## src/rtl/display_pkg.sv

```systemverilog
// Shared types and constants for the multiplexed 4-digit display scanner.
//   scan_state_e : scanner FSM states (BLANK = all anodes off, DRIVE = one digit lit)
//   NUM_DIGITS   : digits per frame
//   ANODE_OFF    : active-low anode pattern with every digit dark
//   anode_sel()  : active-low one-hot anode enable for a digit index
package display_pkg;

    typedef enum logic [0:0] {
        BLANK = 1'b0,
        DRIVE = 1'b1
    } scan_state_e;

    localparam int unsigned NUM_DIGITS = 4;
    localparam logic [3:0]  ANODE_OFF  = 4'b1111;

    function automatic logic [3:0] anode_sel(input logic [1:0] sel);
        logic [3:0] onehot;
        onehot    = 4'b0001 << sel;
        anode_sel = ~onehot;
    endfunction

endpackage

```

## src/rtl/mod_counter.sv

```systemverilog
// Modulo-COUNT up-counter with synchronous clear and enable.
//   clk, rst_n : clock and asynchronous active-low reset
//   clr_i      : force the count to 0 on the next edge (wins over en_i)
//   en_i       : advance the count
//   tc_o       : high in the enabled cycle where the count sits at COUNT-1
module mod_counter #(
    parameter int unsigned COUNT = 2
) (
    input  logic clk,
    input  logic rst_n,
    input  logic clr_i,
    input  logic en_i,
    output logic tc_o
);

    // COUNT of 1 would give a zero-width counter; keep one bit that never leaves 0.
    localparam int unsigned W    = (COUNT > 1) ? $clog2(COUNT) : 1;
    localparam logic [W-1:0] LAST = W'(COUNT - 1);

    logic [W-1:0] cnt_q, cnt_d;

    always_comb begin
        cnt_d = cnt_q;
        if (clr_i) begin
            cnt_d = '0;
        end else if (en_i) begin
            cnt_d = cnt_q + W'(1);
        end
    end

    always_ff @(posedge clk or negedge rst_n) begin
        if (!rst_n) begin
            cnt_q <= '0;
        end else begin
            cnt_q <= cnt_d;
        end
    end

    assign tc_o = en_i && (cnt_q == LAST);

endmodule

```

## src/rtl/display_scan_ctrl.sv

```systemverilog
// Four-digit multiplexed display scanner with a latched error-pattern override.
//   clk, rst_n  : clock and asynchronous active-low reset
//   set_btn     : synchronised set request level
//   clr_btn     : synchronised reset request level
//   norm_code   : four 4-bit digit codes, [3:0] is digit 0
//   err_code    : code from the external error-pattern mux for the current sel
//   sel         : current digit index
//   an          : active-low anode enables, at most one low
//   code_out    : code for the segment decoder
//   err_active  : high while the error pattern is displayed
module display_scan_ctrl
    import display_pkg::*;
#(
    parameter int unsigned REFRESH_DIV = 100000,
    parameter int unsigned BLANK_CYC   = 16
) (
    input  logic        clk,
    input  logic        rst_n,
    input  logic        set_btn,
    input  logic        clr_btn,
    input  logic [15:0] norm_code,
    input  logic [3:0]  err_code,
    output logic [1:0]  sel,
    output logic [3:0]  an,
    output logic [3:0]  code_out,
    output logic        err_active
);

    scan_state_e state_q, state_d;
    logic [1:0]  sel_q, sel_d;
    logic        err_q, err_d;

    logic blank_en, blank_clr, blank_tc;
    logic pre_en, pre_clr, pre_tc;
    logic both_btn, wrap;

    // Each counter is held at 0 outside its own state and cleared on its
    // terminal count, so it always starts from 0 on state entry.
    assign blank_en  = (state_q == BLANK);
    assign blank_clr = !blank_en || blank_tc;
    assign pre_en    = (state_q == DRIVE);
    assign pre_clr   = !pre_en || pre_tc;

    mod_counter #(
        .COUNT (BLANK_CYC)
    ) u_blank_cnt (
        .clk   (clk),
        .rst_n (rst_n),
        .clr_i (blank_clr),
        .en_i  (blank_en),
        .tc_o  (blank_tc)
    );

    mod_counter #(
        .COUNT (REFRESH_DIV)
    ) u_prescaler (
        .clk   (clk),
        .rst_n (rst_n),
        .clr_i (pre_clr),
        .en_i  (pre_en),
        .tc_o  (pre_tc)
    );

    assign both_btn = set_btn && clr_btn;
    // Edge on which the last digit finishes and sel returns to 0.
    assign wrap     = pre_tc && (sel_q == 2'(NUM_DIGITS - 1));

    always_comb begin
        state_d = state_q;
        sel_d   = sel_q;
        unique case (state_q)
            BLANK: begin
                if (blank_tc) begin
                    state_d = DRIVE;
                end
            end
            DRIVE: begin
                if (pre_tc) begin
                    state_d = BLANK;
                    sel_d   = sel_q + 2'd1;
                end
            end
            default: state_d = BLANK;
        endcase

        // Error latches on both buttons; it is only released at a frame
        // boundary, and only if both buttons are idle at that moment.
        err_d = err_q;
        if (both_btn) begin
            err_d = 1'b1;
        end else if (!set_btn && !clr_btn && wrap) begin
            err_d = 1'b0;
        end
    end

    always_ff @(posedge clk or negedge rst_n) begin
        if (!rst_n) begin
            state_q <= BLANK;
            sel_q   <= 2'd0;
            err_q   <= 1'b0;
        end else begin
            state_q <= state_d;
            sel_q   <= sel_d;
            err_q   <= err_d;
        end
    end

    // Anodes only ever toggle between all-off and a single digit, since sel
    // changes exclusively on the DRIVE->BLANK edge.
    assign an         = (state_q == DRIVE) ? anode_sel(sel_q) : ANODE_OFF;
    assign sel        = sel_q;
    assign err_active = err_q;
    assign code_out   = err_q ? err_code : norm_code[{sel_q, 2'b00} +: 4];

endmodule

```

## config.mk

```make
export PLATFORM = sky130hd
export DESIGN_NAME = display_scan_ctrl
export DESIGN_NICKNAME = d
export VERILOG_FILES = /design/src/rtl/display_pkg.sv /design/src/rtl/mod_counter.sv /design/src/rtl/display_scan_ctrl.sv
export SDC_FILE = /design/constraint.sdc
export NUM_CORES = 1
export LEC_CHECK = 0
export CAP_MARGIN = 20
export CORE_MARGIN = 4
export CORE_UTILIZATION = 30
export DETAILED_ROUTE_END_ITERATION = 7
export SLEW_MARGIN = 40
export SYNTH_ARGS = -nofsm -noshare
export SYNTH_HDL_FRONTEND = slang
export SYNTH_SLANG_ARGS = --single-unit
export TNS_END_PERCENT = 5
```

## constraint.sdc

```tcl
create_clock -name clk -period 3.2 [get_ports clk]
set_clock_uncertainty 0.1 [all_clocks]
set_input_delay 0.8 -clock clk [delete_from_list [all_inputs] [get_ports clk]]
set_output_delay 0.8 -clock clk [all_outputs]
set_load 0.005 [all_outputs]
```

==> results of run 1 <==
## placed cells by master (no fill, tap or decap), drive strengths merged, types with 5 or more instances in the layout
| master | Yosys | layout |
|---|---|---|
| clkdlybuf4s50 | 0 | 30 |
| dfrtp | 25 | 25 |
| nor2 | 24 | 24 |
| xnor2 | 14 | 14 |
| nand2 | 10 | 10 |
| nand3 | 8 | 8 |
| ha | 6 | 6 |
| nand4 | 6 | 6 |
| inv | 5 | 5 |
| nor4 | 5 | 5 |
| mux2 | 5 | 5 |
## Yosys cell counts, types with 2 or more instances
cell and instances:
mux2_2 4, a31oi_1 2, nor4_2 5, nor4bb_1 2, nand4_1 4, ha_1 6, clkbuf_1 2, inv_1 5
nand2_1 10, nor2_1 23, nand4_2 2, mux4_2 4, nor3_1 3, xor2_1 4, dfrtp_1 25, xnor2_1 14
nand3_1 8
## critical path, stage by stage
cell             delay [ns]
clkdlybuf4s50_1        0.41
mux4_2                 0.46
mux2_2                 0.27
dlygate4sd2_1          0.26
## final timing paths
kind                                            from                     to  depth (start not counted)
worst max-delay path                   norm_code[15]            code_out[3]                          4
worst min-delay path            u_blank_cnt.cnt_q[0]   u_blank_cnt.cnt_q[0]                          1
worst max register to register  u_prescaler.cnt_q[0]                 sel[1]                          5
worst min register to register  u_blank_cnt.cnt_q[0]   u_blank_cnt.cnt_q[0]                          1
max in group asynchronous                      rst_n                 sel[1]                          2
min in group asynchronous                      rst_n  u_prescaler.cnt_q[13]                          2
## layer usage
layer  vias up  global-route usage, %  wire (um)
met4         0                   2.54         19
met2        40                   16.6       1320
met5         -                      0          0
met3         4                   4.57        239
li1        525                      -          -
met1       522                   13.5       1370
## state kept, by name (all words and copies together) (netlist names)
register / count
pre_en: 1
u_blank_cnt.cnt_q: 4
u_prescaler.cnt_q: 17
err_active: 1
sel: 2
## power by group through the flow
| stage | clock network [uW] | logic (uW) | registers [uW] |
|---|---|---|---|
| 6_report | 180 | 45.5 | 316 |
| 2_1_floorplan | 0 | 6.92 | 322 |
| 3_5_place_dp | 0 | 48.6 | 322 |
| 5_1_grt | 203 | 49.7 | 316 |
| 3_3_place_gp | 0 | 47.9 | 322 |
| 4_1_cts | 190 | 46.7 | 316 |
## final cells by class
cell class | count | area (um^2) | area share, %
tap | 52 | 65.1 | 3.52
timing repair buffer | 35 | 343 | 18.6
inverter | 5 | 18.8 | 1.02
clock buffer | 4 | 45.0 | 2.44
sequential | 25 | 626 | 33.9
multi-input combinational | 98 | 751 | 40.6
## metrics by stage
step / hold slack, ns / utilization (%)
6_report: 0.371 / 41.3
5_1_grt: 0.402 / 41.3
4_1_cts: 0.373 / 41.3
3_5_place_dp: 0.362 / 40.4
3_3_place_gp: 0.339 / 40.4
2_1_floorplan: 0.330 / -
## cell families after synthesis
family,synth area share (%)
compound gates,1.24
xor+xnor,11.1
fa+ha+maj,5.30
buf+inv,2.74
flops,44.2
mux,10.3
simple gates,25.0
==> summary.txt, run 1 <==
RSZ-0062 raised after global routing = false
Worst Setup End Kind = primary output
Design Power = 541 uW
clk sinks = 25
post-cts sizing count = 4
Main synth FF type = dfrtp_1
Setup WS post-layout = 0.0942 ns
Netlist cell types = 26
Hold Path Class = reg2reg
Required @ worst endpoint = 2.30 ns
run status = finished, final reports clean
Synth area leader = dfrtp_1
GRT Resource Usage Total = 10.6%
Worst-Margin Slew = 0.500 ns
leading post-synthesis cells by cell area = dfrtp_1, xnor2_1, mux4_2
combinational power share = 8.4%
sequential area share after synthesis = 44.2%
Final Hold Fails = 0
number of post-CTS setup repair buffers = 0
ANT nets after route = 0
ys async rst share = 100%
DP HPWL = 2300 um
Vias = 1091
final instance area = 1850 um^2
number of global-route vias before repair = 1159
share of layout cells above drive strength 1 = 12.6%
crit path DAT = 2.21 ns
Int Pwr = 437 uW
Die Wd = 76.7 um
Crit Path Max Fanout = 1
Syn. warnings = 0
Setup WS pre-CTS = -0.106 ns
Clock Path Buffers = 2
WL per Instance = 13.5 um
switching power = 104 uW
maximum vdd drop = 0.000123 V
# Max-Cap Violations = 0
Post-synth EDFFs = 0
Clk pwr share = 33.3%
Starting Density = 31.6%
Worst-Skew Late Latency = 0.26 ns
sequential power share = 58.3%
synthesized area per cell = 10.7 um^2
Final period util = 97.1%
Non-Filler Instances = 219
total grt overflow = 0
CTS tree = yes
Synthesized Nets = 162
number of core rows = 24
area grow syn2layout = 30.6%
H-tree Lvls = 1
Pwr per Cell Area = 293 nW/um^2
Root Buffer Master = clkbuf_8
I/O Buffers = 34
fin. max-slew vios = 0
Chip Height = 76.7 um
largest net degree at the start of global routing = 26
TNS Setup = 0 ns
Startpoint Class = primary input
mean number of vias per cell = 4.98
DR pass1 iterations = 4
Final nets = 198
critical path type = in2out
Cells after DPL = 215
fill cell count = 435
Period minus WS final = 3.11 ns
number of CTS-inserted buffers = 3
diodes inserted = 0
initial antenna violation count = 0
Die ar. = 5880 um^2
r2r setup slk = 1.27 ns
core area = 4470 um^2
cell area after placement = 1810 um^2
Setup-failing EPs final = 0
switching share of power = 19.2%
LEAKAGE = 0.000746 uW
Starting DRT DRC Count = 47
Ports = 35
first-pass GRT wire length = 5170 um
Max Fclk = 322 MHz
Hold Buf Count CTS = 0
CTS clk-pin slew, worst paths = 0.08 ns
Worst slew margin = 66.6%
final WL = 2950 um
Syn Inst Count = 132
DRC violations left = 0
RD Place Congestion = 0.807
Yosys reg bits = 25
Synth top area share = 44.2%
synthesized area = 1420 um^2
Note: power is estimated with default switching activity, not from simulation.
==> run 2, diff against run 1 <==
Settings changed: CELL_PAD_IN_SITES_DETAIL_PLACEMENT set to 0, CELL_PAD_IN_SITES_GLOBAL_PLACEMENT set to 2, CTS_BUF_LIST set to sky130_fd_sc_hd__clkbuf_2 sky130_fd_sc_hd__clkbuf_4 sky130_fd_sc_hd__clkbuf_8, PLACE_DENSITY_LB_ADDON set to 0.1.
==> run 2 against run 1 <==
Sequential share of layout area fell by 0.069 points. Register-to-register slack worse by 0.05 ns. Via count down 2.3%. Largest power group unchanged. Highest routed layer unchanged.
==> summary.txt, run 2 (synthesis gave the netlist of run 1 again) <==
TNS Setup = 0 ns
Final Hold Fails = 0
Period minus WS final = 3.12 ns
RD Place Congestion = 0.753
path depth of the worst reg2reg path = 5
Pwr per Cell Area = 301 nW/um^2
number of global-route vias before repair = 1086
Chip Height = 76.7 um
RSZ-0062 raised after global routing = false
clk sinks = 25
Worst-Skew Late Latency = 0.27 ns
Setup-failing EPs final = 0
initial antenna violation count = 0
Setup WS pre-CTS = -0.111 ns
DP HPWL = 2420 um
GRT Resource Usage Total = 11.8%
run status = finished, final reports clean
I/O Buffers = 34
largest reg by FF count = u_prescaler.cnt_q
fin. max-slew vios = 0
first-pass GRT wire length = 5660 um
Clock Path Buffers = 2
ANT nets after route = 0
LEAKAGE = 0.000745 uW
CTS clk-pin slew, worst paths = 0.10 ns
critical path type = in2out
Starting Density = 31.6%
final WL = 3240 um
mean number of vias per cell = 4.87
core area = 4470 um^2
number of core rows = 24
# Max-Cap Violations = 0
Die ar. = 5880 um^2
most common cell after layout, fill and taps aside = clkdlybuf4s50_1
final instance area = 1850 um^2
total grt overflow = 0
H-tree Lvls = 1
Crit Path Max Fanout = 1
area grow syn2layout = 30.9%
number of post-CTS setup repair buffers = 0
Ports = 35
WL per Instance = 14.8 um
Startpoint Class = primary input
Final period util = 97.6%
number of CTS-inserted buffers = 3
worst hold path stage count = 1
diodes inserted = 0
maximum vdd drop = 0.000151 V
Hold Path Class = reg2reg
Worst-Margin Slew = 0.566 ns
Design Power = 557 uW
Root Buffer Master = clkbuf_8
Starting DRT DRC Count = 47
crit path DAT = 2.22 ns
CTS tree = yes
Setup WS post-layout = 0.0781 ns
DRC violations left = 0
Vias = 1066
Max Fclk = 320 MHz
commonest cells after routing, fill and taps aside = clkdlybuf4s50_1, dfrtp_1, nor2_1
cell area after placement = 1810 um^2
largest net degree at the start of global routing = 26
Worst Setup End Kind = primary output
Required @ worst endpoint = 2.30 ns
share of layout cells above drive strength 1 = 13.2%
Die Wd = 76.7 um
max reg flops = 17
DR pass1 iterations = 4
Worst slew margin = 62.2%
Final nets = 198
[run 2: cell types whose count changed in the layout (fill, tap and decap cells not counted), sizes merged]
cell / previous run / this run
clkinvlp: 0 / 1
clkbuf: 4 / 3
[run 2: cell type report]
| type | instances | area (um^2) |
|---|---|---|
| Fill cell | 447 | 2620 |
| Clock inverter | 1 | 7.51 |
| Multi-Input combinational cell | 98 | 751 |
| Sequential cell | 25 | 626 |
| Timing Repair Buffer | 35 | 343 |
| Clock buffer | 3 | 41.3 |
| Inverter | 5 | 18.8 |
| Tap cell | 52 | 65.1 |
[run 2: final timing paths]
path | slack [ns] | startpoint | end
min in group asynchronous | 0.79 | rst_n | u_prescaler.cnt_q[12]
max reg2reg | 1.22 | u_prescaler.cnt_q[0] | u_prescaler.cnt_q[16]
min reg2reg | 0.37 | u_blank_cnt.cnt_q[0] | u_blank_cnt.cnt_q[0]
max | 0.08 | norm_code[7] | code_out[3]
min | 0.37 | u_blank_cnt.cnt_q[0] | u_blank_cnt.cnt_q[0]
max in group asynchronous | 1.97 | rst_n | err_active
[run 2: metrics by stage]
step,hold WS [ns],util (%),cells
after detailed placement,0.356,40.4,215
after CTS,0.377,41.4,219
after floorplan,0.330,-,132
after global routing,0.388,41.4,219
after global placement,0.356,40.4,215
final,0.372,41.4,219
[run 2: per-layer routing]
layer	part of all wire (%)	global-route usage (%)	vias up	routed length [um]
met5	0	0	-	0
met1	45	15.8	518	1460
met4	0.83	3.26	0	27
met3	3.4	3.04	2	110
li1	-	-	529	-
met2	51	18.7	17	1630
[run 2: where the power goes]
part / internal, uW / leakage, uW / switching [uW] / total, uW
clock network: 88.3 / 0.0000217 / 107 / 196
logic: 32.7 / 0.000393 / 12.7 / 45.4
registers: 316 / 0.000330 / 0.0000485 / 316
[run 2: worst max-delay path, stage by stage]
cell             delay (ns)
clkdlybuf4s50_1        0.41
mux4_2                 0.47
mux2_2                 0.27
dlygate4sd2_1          0.27
[run 2: timing repair]
item | CTS | global route
gates resized for setup | 4 | 0
hold buffers | 0 | 0
endpoints found under the setup margin | 4 | 0
